===== config.mk =====
export PLATFORM = sky130hd
export DESIGN_NAME = tmds_encoder_rgb
export DESIGN_NICKNAME = d
export VERILOG_FILES = /design/src/rtl/tmds_encoder_rgb.sv
export SDC_FILE = /design/constraint.sdc
export NUM_CORES = 1
export LEC_CHECK = 0
export CAP_MARGIN = 10
export CELL_PAD_IN_SITES_DETAIL_PLACEMENT = 1
export CELL_PAD_IN_SITES_GLOBAL_PLACEMENT = 1
export CORE_UTILIZATION = 49
export CTS_CLUSTER_SIZE = 8
export DETAILED_ROUTE_END_ITERATION = 10
export GPL_TIMING_DRIVEN = 0
export MAX_ROUTING_LAYER = met4
export PLACE_DENSITY_LB_ADDON = 0.1
export SETUP_SLACK_MARGIN = 0.4
export SKIP_LAST_GASP = 1
export SYNTH_ARGS = -nofsm -noshare
export SYNTH_HDL_FRONTEND = slang
export SYNTH_SLANG_ARGS = --single-unit

===== constraint.sdc =====
create_clock -name clk -period 11.1 [get_ports clk]
set_clock_uncertainty 0.05 [all_clocks]
set_input_delay 2.22 -clock clk [delete_from_list [all_inputs] [get_ports clk]]
set_output_delay 2.22 -clock clk [all_outputs]
set_load 0.02 [all_outputs]

===== src/rtl/tmds_encoder_rgb.sv =====
// DVI 8b/10b TMDS encoder for three RGB channels; blue also carries hSync/vSync in blanking.
// Latency: 2 clk, inputs to symbols and de_o. No backpressure: one symbol per channel every cycle.
module tmds_encoder_rgb #(
  parameter bit SYNC_ACTIVE_LOW = 1'b0
) (
  input  logic       clk,
  input  logic       rst,
  input  logic [7:0] red_i,
  input  logic [7:0] green_i,
  input  logic [7:0] blue_i,
  input  logic       hSync_i,
  input  logic       vSync_i,
  input  logic       DrawArea_i,
  output logic [9:0] tmds_ch0_o,
  output logic [9:0] tmds_ch1_o,
  output logic [9:0] tmds_ch2_o,
  output logic       de_o
);

  localparam logic [9:0] CTRL_00 = 10'h354;
  localparam logic [9:0] CTRL_01 = 10'h0AB;
  localparam logic [9:0] CTRL_10 = 10'h154;
  localparam logic [9:0] CTRL_11 = 10'h2AB;

  function automatic logic [3:0] popcount8(input logic [7:0] v);
    logic [3:0] s;
    s = 4'd0;
    for (int i = 0; i < 8; i++) s = s + {3'b000, v[i]};
    return s;
  endfunction

  // Transition-minimising stage: qm[8] = 1 marks the XOR chain, 0 the XNOR chain.
  function automatic logic [8:0] transition_min(input logic [7:0] d);
    logic [3:0] n1;
    logic       use_xnor;
    logic [8:0] qm;
    n1       = popcount8(d);
    use_xnor = (n1 > 4'd4) || ((n1 == 4'd4) && !d[0]);
    qm       = 9'd0;
    qm[0]    = d[0];
    for (int i = 1; i < 8; i++) qm[i] = use_xnor ? ~(qm[i-1] ^ d[i]) : (qm[i-1] ^ d[i]);
    qm[8]    = ~use_xnor;
    return qm;
  endfunction

  function automatic logic [9:0] ctrl_token(input logic [1:0] c);
    logic [9:0] t;
    case (c)
      2'b01:   t = CTRL_01;
      2'b10:   t = CTRL_10;
      2'b11:   t = CTRL_11;
      default: t = CTRL_00;
    endcase
    return t;
  endfunction

  logic [7:0]        pix [3];
  logic [8:0]        qm_d [3];
  logic [8:0]        qm_q [3];
  logic [3:0]        n1_d [3];
  logic [3:0]        n1_q [3];
  logic              de_d, de_q;
  logic [1:0]        ctrl_d, ctrl_q;
  logic [9:0]        sym_d [3];
  logic [9:0]        sym_q [3];
  logic signed [4:0] cnt_d [3];
  logic signed [4:0] cnt_q [3];
  logic signed [4:0] diff [3];
  logic [9:0]        token [3];
  logic              de_o_d, de_o_q;

  assign pix[0] = blue_i;
  assign pix[1] = green_i;
  assign pix[2] = red_i;

  always_comb begin
    for (int ch = 0; ch < 3; ch++) begin
      qm_d[ch] = transition_min(pix[ch]);
      n1_d[ch] = popcount8(qm_d[ch][7:0]);
    end
    de_d   = DrawArea_i;
    ctrl_d = {vSync_i, hSync_i} ^ {2{SYNC_ACTIVE_LOW}};
  end

  // cnt tracks the running ones-minus-zeros disparity of the emitted symbols.
  always_comb begin
    de_o_d = de_q;
    for (int ch = 0; ch < 3; ch++) begin
      sym_d[ch] = sym_q[ch];
      cnt_d[ch] = cnt_q[ch];
      diff[ch]  = $signed({n1_q[ch], 1'b0}) - 5'sd8;
      token[ch] = (ch == 0) ? ctrl_token(ctrl_q) : CTRL_00;
      if (!de_q) begin
        sym_d[ch] = token[ch];
        cnt_d[ch] = 5'sd0;
      end else if ((cnt_q[ch] == 5'sd0) || (diff[ch] == 5'sd0)) begin
        sym_d[ch] = {~qm_q[ch][8], qm_q[ch][8],
                     qm_q[ch][8] ? qm_q[ch][7:0] : ~qm_q[ch][7:0]};
        cnt_d[ch] = cnt_q[ch] + (qm_q[ch][8] ? diff[ch] : -diff[ch]);
      end else if (((cnt_q[ch] > 5'sd0) && (diff[ch] > 5'sd0)) ||
                   ((cnt_q[ch] < 5'sd0) && (diff[ch] < 5'sd0))) begin
        sym_d[ch] = {1'b1, qm_q[ch][8], ~qm_q[ch][7:0]};
        cnt_d[ch] = cnt_q[ch] + (qm_q[ch][8] ? 5'sd2 : 5'sd0) - diff[ch];
      end else begin
        sym_d[ch] = {1'b0, qm_q[ch][8], qm_q[ch][7:0]};
        cnt_d[ch] = cnt_q[ch] - (qm_q[ch][8] ? 5'sd0 : 5'sd2) + diff[ch];
      end
    end
  end

  always_ff @(posedge clk) begin
    if (rst) begin
      for (int ch = 0; ch < 3; ch++) begin
        qm_q[ch]  <= 9'd0;
        n1_q[ch]  <= 4'd0;
        sym_q[ch] <= CTRL_00;
        cnt_q[ch] <= 5'sd0;
      end
      de_q   <= 1'b0;
      ctrl_q <= 2'b00;
      de_o_q <= 1'b0;
    end else begin
      for (int ch = 0; ch < 3; ch++) begin
        qm_q[ch]  <= qm_d[ch];
        n1_q[ch]  <= n1_d[ch];
        sym_q[ch] <= sym_d[ch];
        cnt_q[ch] <= cnt_d[ch];
      end
      de_q   <= de_d;
      ctrl_q <= ctrl_d;
      de_o_q <= de_o_d;
    end
  end

  assign tmds_ch0_o = sym_q[0];
  assign tmds_ch1_o = sym_q[1];
  assign tmds_ch2_o = sym_q[2];
  assign de_o       = de_o_q;

endmodule

After elaboration in Yosys (flattened, before gate mapping). Memories as Yosys holds them, arrays and structs flattened. Index checks and enable logic that the tools add are counted.

$add $sub $neg: 63. Multiply operators: 0. Divide/modulo/power cells: 0. Order comparisons: 15. Eq/ne operators: 6. Shifts and indexed selects: 0. Multiplexer cells: 67. Bitwise gates (word level): 63. Reductions and logical operators: 27.

Operators by type and width (number): 10-bit 2-to-1 mux (12); 4-bit by 1-bit adder with 4-bit output (24); 5-bit 2-to-1 mux (15); 5-bit adder (6); 5-bit by 1-bit greater-than comparator with 1-bit output, second input constant (6); 5-bit logical NOT (6); 5-bit by 1-bit < comparator with 1-bit output, second input constant (6); 10-bit one-hot mux with 3 select lines (1); 9-bit 2-to-1 mux (3); 1-bit NOT (27); 3-bit by 1-bit adder with 4-bit output (6); 1-bit 2-to-1 mux (24); 8-bit 2-to-1 mux (3); 8-bit NOT (3); 1-bit bitwise XOR (21); 2-bit by 1-bit adder with 3-bit output (6); 5-bit by 3-bit adder with 5-bit output (3); 5-bit negator (3); 5-bit by 3-bit subtractor with 5-bit output (3); 5-bit subtractor (3); 5-bit subtractor, second input constant (3); 1-bit by 1-bit adder with 2-bit output (6); 4-bit by 3-bit == test with 1-bit output, second input constant (3); 4-bit by 3-bit greater-than comparator with 1-bit output, second input constant (3); 8 further kinds (45).

Register bits: 4. Latch bits: 0. Memory bits (writable): 84. ROM bits: 0. Output and inout bits: 31. Logic and storage cells: 248. Memories: 4.

Memories: sym_q (words 3, bits a word 10, read ports 3, clocked after Yosys merged registers in 0, wr ports 3, RTL line 65) `logic [9:0] sym_q [3];`; qm_q (words 3, bits a word 9, read ports 3, clocked after Yosys merged registers in 0, wr ports 3, RTL line 59) `logic [8:0] qm_q [3];`; cnt_q (words 3, bits a word 5, read ports 3, clocked after Yosys merged registers in 0, wr ports 3, RTL line 67) `logic signed [4:0] cnt_q [3];`; n1_q (words 3, bits a word 4, read ports 3, clocked after Yosys merged registers in 0, wr ports 3, RTL line 61) `logic [3:0] n1_q [3];`.

Logic depth before layout (Yosys ltp). Gate-level depths: netlist (run 1).

Word-level depth: 31. Depth in mapped cells: 20. Gate-level depth less buffers: 20.

Least setup slack after synthesis (run 1). OpenSTA, ideal clock, no wires.

Path type: input to register. Start: in red_i[0]. End: mem n1_q[2][2] (netlist: n1_q[0][10]). Data arrival time: 7.732 ns. Path slack: 3.191 ns. Cell stages on the path: 20. Buffers on the path: 0. Cell sequence: inv_1 > fa_1 > fa_1 > fa_1 > inv_1 > ha_1 > fa_1 > or3b_2 > a22oi_1 > o21ai_1 > xnor2_1 > fa_1 > fa_1 > inv_1 > fa_1 > ha_1 > inv_1 > fa_1 > xor2_1 > nor2_1.

RTL lines: from (decl) (RTL line 8) `input logic [7:0] red_i,`; to (decl) (RTL line 61).

==> impl_metrics.env, run 1 <==
export IMPL_holdPathStages=2
export IMPL_max_slew_worst_pin_slew_ns=0.736
export IMPL_r2r_end="cnt_q[0][3]"
export IMPL_synthArstFlopShare_pct=0
export IMPL_crit_family="adder cells"
export IMPL_cp_slowest_cell="fa_1"
export IMPL_ys_seq_area_share_pct=28.8
export IMPL_worst_path_stages=21
export IMPL_design_area_um2=6980
export IMPL_cts_tree="yes"
export IMPL_r2r_start="n1_q[0][0]"
export IMPL_grt_antenna_before_repair=0
export IMPL_cts_buffers=9
export IMPL_drc=2
export IMPL_yosys_area_top_type="dfxtp_1"
export IMPL_cts_htree_levels=3
export IMPL_cp_max_fo=5
export IMPL_cp_data_arrival_time_ns=8.69
export IMPL_crit_type="in2reg"
export IMPL_clk_path_buf_depth=2
export IMPL_timing_fmax_mhz=117
export IMPL_wire_per_inst_um=16.6
export IMPL_synth_edf_count=0
export IMPL_r2r_cells=7
export IMPL_crit_path_start_kind="input pin"
export IMPL_finalHoldViolations=0
export IMPL_antenna_cells=0
export IMPL_syn_inst=591
export IMPL_io_buffer_count=59
export IMPL_final_period_utilization_pct=76.8
export IMPL_cts_repair_resized=0
export IMPL_synth_area_leaders="dfxtp_1 29%, ha_1 15%, fa_1 13%"
export IMPL_avgViaCountPerCell=5.19
export IMPL_start_util_pct=51.0
export IMPL_finalSetupViolations=0
export IMPL_reg2reg_slack_ns=8.65
export IMPL_die_area_um2=12500
export IMPL_leakage_uw=0.00329
export IMPL_place_area_um2=6670
export IMPL_clkTransAtPathRegs_ns=0.07
export IMPL_synth_distinct_cells=49
export IMPL_grt_pass1_wl_um=22900
export IMPL_cts_root_buf="clkbuf_16"
export IMPL_violations="design-rule violations"
export IMPL_min_from="qm_q[0][13]"
export IMPL_die_y_um=112
export IMPL_power_density_nw_per_um2=323
export IMPL_critical_path_cell_chain="clkdlybuf4s50_1 -> inv_1 -> fa_1 -> fa_1 -> fa_1 -> inv_1 -> ha_1 -> fa_1 -> or3b_2 -> a22oi_1 -> o21ai_1 -> xnor2_1 -> fa_1 -> fa_1 -> inv_1 -> fa_1 -> ha_1 -> inv_1 -> fa_1 -> xor2_1 -> nor2_1"
export IMPL_slew_headroom_pct=50.9
export IMPL_fin_util_pct=60.4
export IMPL_finalCriticalPeriod_ns=8.52
export IMPL_endpoint_kind="flop"
export IMPL_outcome="finished, violations left"
export IMPL_synth_flop_cell="dfxtp_1"
export IMPL_drt_initial_drc_count=101
export IMPL_netlist_area_um2=5900
export IMPL_syn2layout_area_growth_pct=18.3
export IMPL_cts_setup_buffers=0
export IMPL_gp_congestion=0.816
export IMPL_vias=4199
export IMPL_overflow=0
export IMPL_fillCellCount=1278
export IMPL_grt_max_degree=16
export IMPL_postRouteAntennaNets=0
export IMPL_ys_warnings_count=0
export IMPL_cap_violations=0
export IMPL_ys_ff_latch=85
export IMPL_coreArea_um2=11600
export IMPL_rsz0062_at_grt="false"
export IMPL_syn_mean_instance_area_um2=9.99
export IMPL_nets=799
export IMPL_crit_top_cell="fa_1"
export IMPL_path_buf_inv=5
export IMPL_min_path_type="reg2reg"
export IMPL_ios=60
export IMPL_wl_um=13400
export IMPL_clock_latency_ns=0.34
export IMPL_max_vdd_ir_drop_uv=112
export IMPL_rows=39
export IMPL_postSynthNetCount=729
export IMPL_dr_pass1_iters=7
export IMPL_first_global_vias=4788
export IMPL_die_w_um=112
export IMPL_drv_slew=0
export IMPL_clock_sinks=85
export IMPL_worst_endpoint_required_ns=11.26
export IMPL_cts_hold_buffers_added=0
export IMPL_cp_slowest_stage_delay_ns=0.56
export IMPL_setup_tns_ns=0
export IMPL_grtUsageTotal_pct=24.0
export IMPL_drive_gt1_share_pct=6.16
export IMPL_hold_end="sym_q[0][14]"
export IMPL_dp_hpwl_um=10700
export IMPL_yosys_area_top_type_share_pct=28.8
cells in the final DEF (no fill, tap or decap), types with 4 or more instances in the layout:
master / count
inv_1: 97
a21o_1: 10
fa_1: 39
nor2_1: 52
a221oi_1: 5
xnor2_1: 38
o21ai_0: 7
a21oi_1: 16
clkbuf_1: 11
clkbuf_16: 9
nor2b_1: 16
nor3b_1: 4
nor3_1: 4
a211oi_1: 11
nand2_1: 17
mux2_2: 6
dfxtp_1: 85
mux2i_1: 6
xor2_1: 34
clkdlybuf4s50_1: 59
ha_1: 70
a31oi_1: 8
cell families (layout without fill, tap and decap cells):
kind of cell	after synthesis	after routing	share of synthesized area [%]
AOI/OAI and AO/OA	74	74	8.88
xor gates and xnor gates	83	83	14.8
adders and majority gates	109	109	28.1
buffers and inverters	109	184	6.95
DFF	85	85	28.8
muxes	12	12	2.16
and+or+nand+nor	119	119	10.3
worst min-delay path, delay by kind of cell (launching register included):
family | cells | cell delay (ns)
simple gates | 1 | 0.06
flops | 1 | 0.32
xor+xnor | 1 | 0.06
report_power, final:
group | switching (µW) | total [µW] | leakage, µW | internal [µW]
Sequential | 56.7 | 441 | 0.000701 | 385
Combinational | 817 | 1500 | 0.00245 | 686
Clock | 126 | 308 | 0.000141 | 182
through the flow:
stage               setup WS [ns]  power (µW)  cells  hold slack, ns
global placement             2.38        1830    793           0.397
detailed placement           2.27        1930    793           0.407
floorplan                    3.19        1560    591           0.373
global route                 2.30        2480    809           0.437
CTS                          2.55        2280    809           0.426
finish                       2.58        2250    809           0.424
per-layer routing:
metal  global-route usage, %  wire (µm)
met2                    44.6       7260
met1                    26.9       5750
met4                    7.39        223
met5                       -          0
met3                    2.50        192
how the worst max path moves through the flow:
stage | from | endpoint | slack [ns]
6_report | red_i[0] | n1_q[0][10] | 2.58
5_1_grt | green_i[0] | n1_q[0][6] | 2.30
4_1_cts | red_i[0] | n1_q[0][10] | 2.55
3_5_place_dp | red_i[0] | n1_q[0][10] | 2.27
3_3_place_gp | red_i[0] | n1_q[0][10] | 2.38
2_1_floorplan | red_i[0] | n1_q[0][10] | 3.19
cell usage after synthesis, types with 3 or more instances:
master,number
or3_1,3
nor3b_1,4
nor3_1,4
xnor3_1,3
fa_1,39
dfxtp_1,85
a21o_1,10
mux2_2,6
nand2b_1,3
a21oi_1,16
ha_1,70
a211oi_1,11
a31oi_1,8
and4b_1,3
xor2_1,34
mux2i_1,6
o31ai_1,3
nand3_1,3
a221oi_1,5
clkbuf_1,11
a22oi_1,3
nor4b_1,3
inv_1,97
o21ai_0,7
nand2_1,17
xnor2_1,38
nor2_1,52
nor2b_1,16
flip-flops by register name, summed over array words and instances, names as in the netlist:
name,flops
sym_q,30
cnt_q,12
n1_q,12
qm_q,27
de_o,1
de_o_d,1
ctrl_q,2
layout make-up:
class                           instances  area, µm²  share of cell area [%]
Buffer                                 12       46.3                   0.663
Sequential cell                        85       1700                    24.4
Clock buffer                           10        239                    3.42
Multi-Input combinational cell        397       3790                    54.3
Tap cell                              143        179                    2.56
Inverter                               97        364                    5.22
Clock inverter                          6       70.1                    1.00
Timing Repair Buffer                   59        591                    8.46
Power figures use the tool's default switching activity.
==> inputs of run 2 (changes only) <==
--- a/config.mk
+++ b/config.mk
@@ -8,7 +8,7 @@
 export CAP_MARGIN = 10
 export CELL_PAD_IN_SITES_DETAIL_PLACEMENT = 1
 export CELL_PAD_IN_SITES_GLOBAL_PLACEMENT = 1
-export CORE_UTILIZATION = 49
+export CORE_UTILIZATION = 45
 export CTS_CLUSTER_SIZE = 8
 export DETAILED_ROUTE_END_ITERATION = 10
 export GPL_TIMING_DRIVEN = 0
==> constraint.sdc (replaced) <==
create_clock -name clk -period 8.54 [get_ports clk]
set_clock_uncertainty 0.05 [all_clocks]
set_input_delay 1.708 -clock clk [delete_from_list [all_inputs] [get_ports clk]]
set_output_delay 1.708 -clock clk [all_outputs]
set_load 0.02 [all_outputs]
==> impl_metrics.env, run 2 (synthesis gave the netlist of run 1 again) <==
export IMPL_outcome="finished, final reports clean"
export IMPL_cts_setup_buffers=0
export IMPL_syn2layout_area_growth_pct=19.6
export IMPL_drt_initial_drc_count=122
export IMPL_gp_congestion=0.789
export IMPL_multi_input_area_um2=3830
export IMPL_drc=0
export IMPL_cap_violations=0
export IMPL_finalSetupViolations=0
export IMPL_grtUsageTotal_pct=22.3
export IMPL_max_slew_worst_pin_slew_ns=0.718
export IMPL_crit_path_start_kind="input pin"
export IMPL_fin_util_pct=55.5
export IMPL_top_register="sym_q"
export IMPL_cts_repair_resized=0
export IMPL_dr_pass1_iters=4
export IMPL_cts_buffers=9
export IMPL_fillCellCount=1466
export IMPL_first_global_vias=4654
export IMPL_final_common_cell="inv_1"
export IMPL_coreArea_um2=12700
export IMPL_cts_hold_buffers_added=0
export IMPL_ios=60
export IMPL_power_density_nw_per_um2=412
export IMPL_setup_tns_ns=0
export IMPL_drv_slew=0
export IMPL_top_regs="sym_q: 30 flops, qm_q: 27 flops"
export IMPL_die_y_um=117
export IMPL_crit_type="in2reg"
export IMPL_start_util_pct=46.4
export IMPL_worst_endpoint_required_ns=8.69
export IMPL_nets=799
export IMPL_finalCriticalPeriod_ns=7.90
export IMPL_cp_max_fo=5
export IMPL_min_path_type="reg2reg"
export IMPL_cts_tree="yes"
export IMPL_rows=41
export IMPL_final_period_utilization_pct=92.5
export IMPL_grt_pass1_wl_um=22400
export IMPL_wl_um=13100
export IMPL_postRouteAntennaNets=0
export IMPL_max_vdd_ir_drop_uv=150
export IMPL_cts_root_buf="clkbuf_16"
export IMPL_io_buffer_count=59
export IMPL_rsz0062_at_grt="false"
export IMPL_wire_per_inst_um=15.6
export IMPL_grt_antenna_before_repair=0
export IMPL_clkTransAtPathRegs_ns=0.06
export IMPL_finalHoldViolations=0
export IMPL_ff_latch_area_um2=1700
export IMPL_die_w_um=117
export IMPL_grt_max_degree=16
export IMPL_largest_reg_flops=30
export IMPL_drive_gt1_share_pct=7.21
export IMPL_clock_latency_ns=0.34
export IMPL_dp_hpwl_um=10400
export IMPL_die_area_um2=13600
export IMPL_endpoint_kind="flop"
export IMPL_overflow=0
export IMPL_clock_sinks=85
export IMPL_leakage_uw=0.00333
export IMPL_vias=4144
export IMPL_timing_fmax_mhz=127
export IMPL_antenna_cells=0
export IMPL_clk_path_buf_depth=2
export IMPL_slew_headroom_pct=52.1
export IMPL_avgViaCountPerCell=4.95
export IMPL_cts_htree_levels=3
export IMPL_cp_data_arrival_time_ns=8.06
export IMPL_final_cell_mix="97 x inv_1, 85 x dfxtp_1, 70 x ha_1, 59 x clkdlybuf4s50_1, 52 x nor2_1"
[run 2: critical path, cell delays in order]
cell	delay, ns
clkdlybuf4s50_1	0.51
inv_1	0.13
fa_1	0.58
fa_1	0.43
fa_1	0.49
inv_1	0.04
ha_1	0.20
fa_1	0.42
or3b_2	0.53
a22oi_1	0.26
o21ai_2	0.18
xnor2_2	0.23
fa_1	0.46
fa_1	0.53
inv_1	0.05
fa_1	0.49
ha_1	0.17
inv_1	0.06
fa_1	0.37
xor2_1	0.15
nor2_1	0.06
[run 2: final timing paths]
| check | from | endpoint | slack (ns) | cells past startpoint |
|---|---|---|---|---|
| max | red_i[0] | n1_q[0][10] | 0.64 | 21 |
| min | qm_q[0][3] | sym_q[0][3] | 0.41 | 1 |
| max reg2reg | n1_q[0][0] | cnt_q[0][2] | 6.09 | 7 |
| min reg2reg | qm_q[0][3] | sym_q[0][3] | 0.41 | 1 |
[run 2: final cells by class]
cell class / instances / share of cell area [%]
plain buffers: 12 / 0.656
repair buffers: 59 / 8.37
clock inverters: 6 / 0.975
clock buffers: 10 / 3.39
inverters: 97 / 5.16
multi-input cells: 397 / 54.3
flip-flops and latches: 85 / 24.1
well taps: 172 / 3.05
[run 2: routing by layer]
metal	part of all wire [%]	wire length, µm	vias to the layer above	track usage (%)
li1	-	-	2045	-
met1	43	5590	2020	25.4
met2	53	6910	59	39.8
met3	2.0	263	20	2.18
met4	2.4	310	0	9.45
met5	0	0	-	-
[run 2: through the flow]
step | hold WS, ns | cells | instance area [µm²] | total power (µW) | setup WS (ns)
2_1_floorplan | 0.373 | 591 | 5900 | 2030 | 1.14
3_3_place_gp | 0.396 | 822 | 6710 | 2380 | 0.323
3_5_place_dp | 0.402 | 822 | 6710 | 2490 | 0.183
4_1_cts | 0.418 | 838 | 7020 | 2940 | 0.550
5_1_grt | 0.435 | 838 | 7060 | 3230 | 0.371
6_report | 0.413 | 838 | 7060 | 2910 | 0.637
[run 2: report_power, final]
group / switching, µW / total (µW) / internal, µW
logic: 1040 / 1940 / 895
clock network: 162 / 399 / 237
registers: 71.3 / 571 / 500
total: 1270 / 2910 / 1630
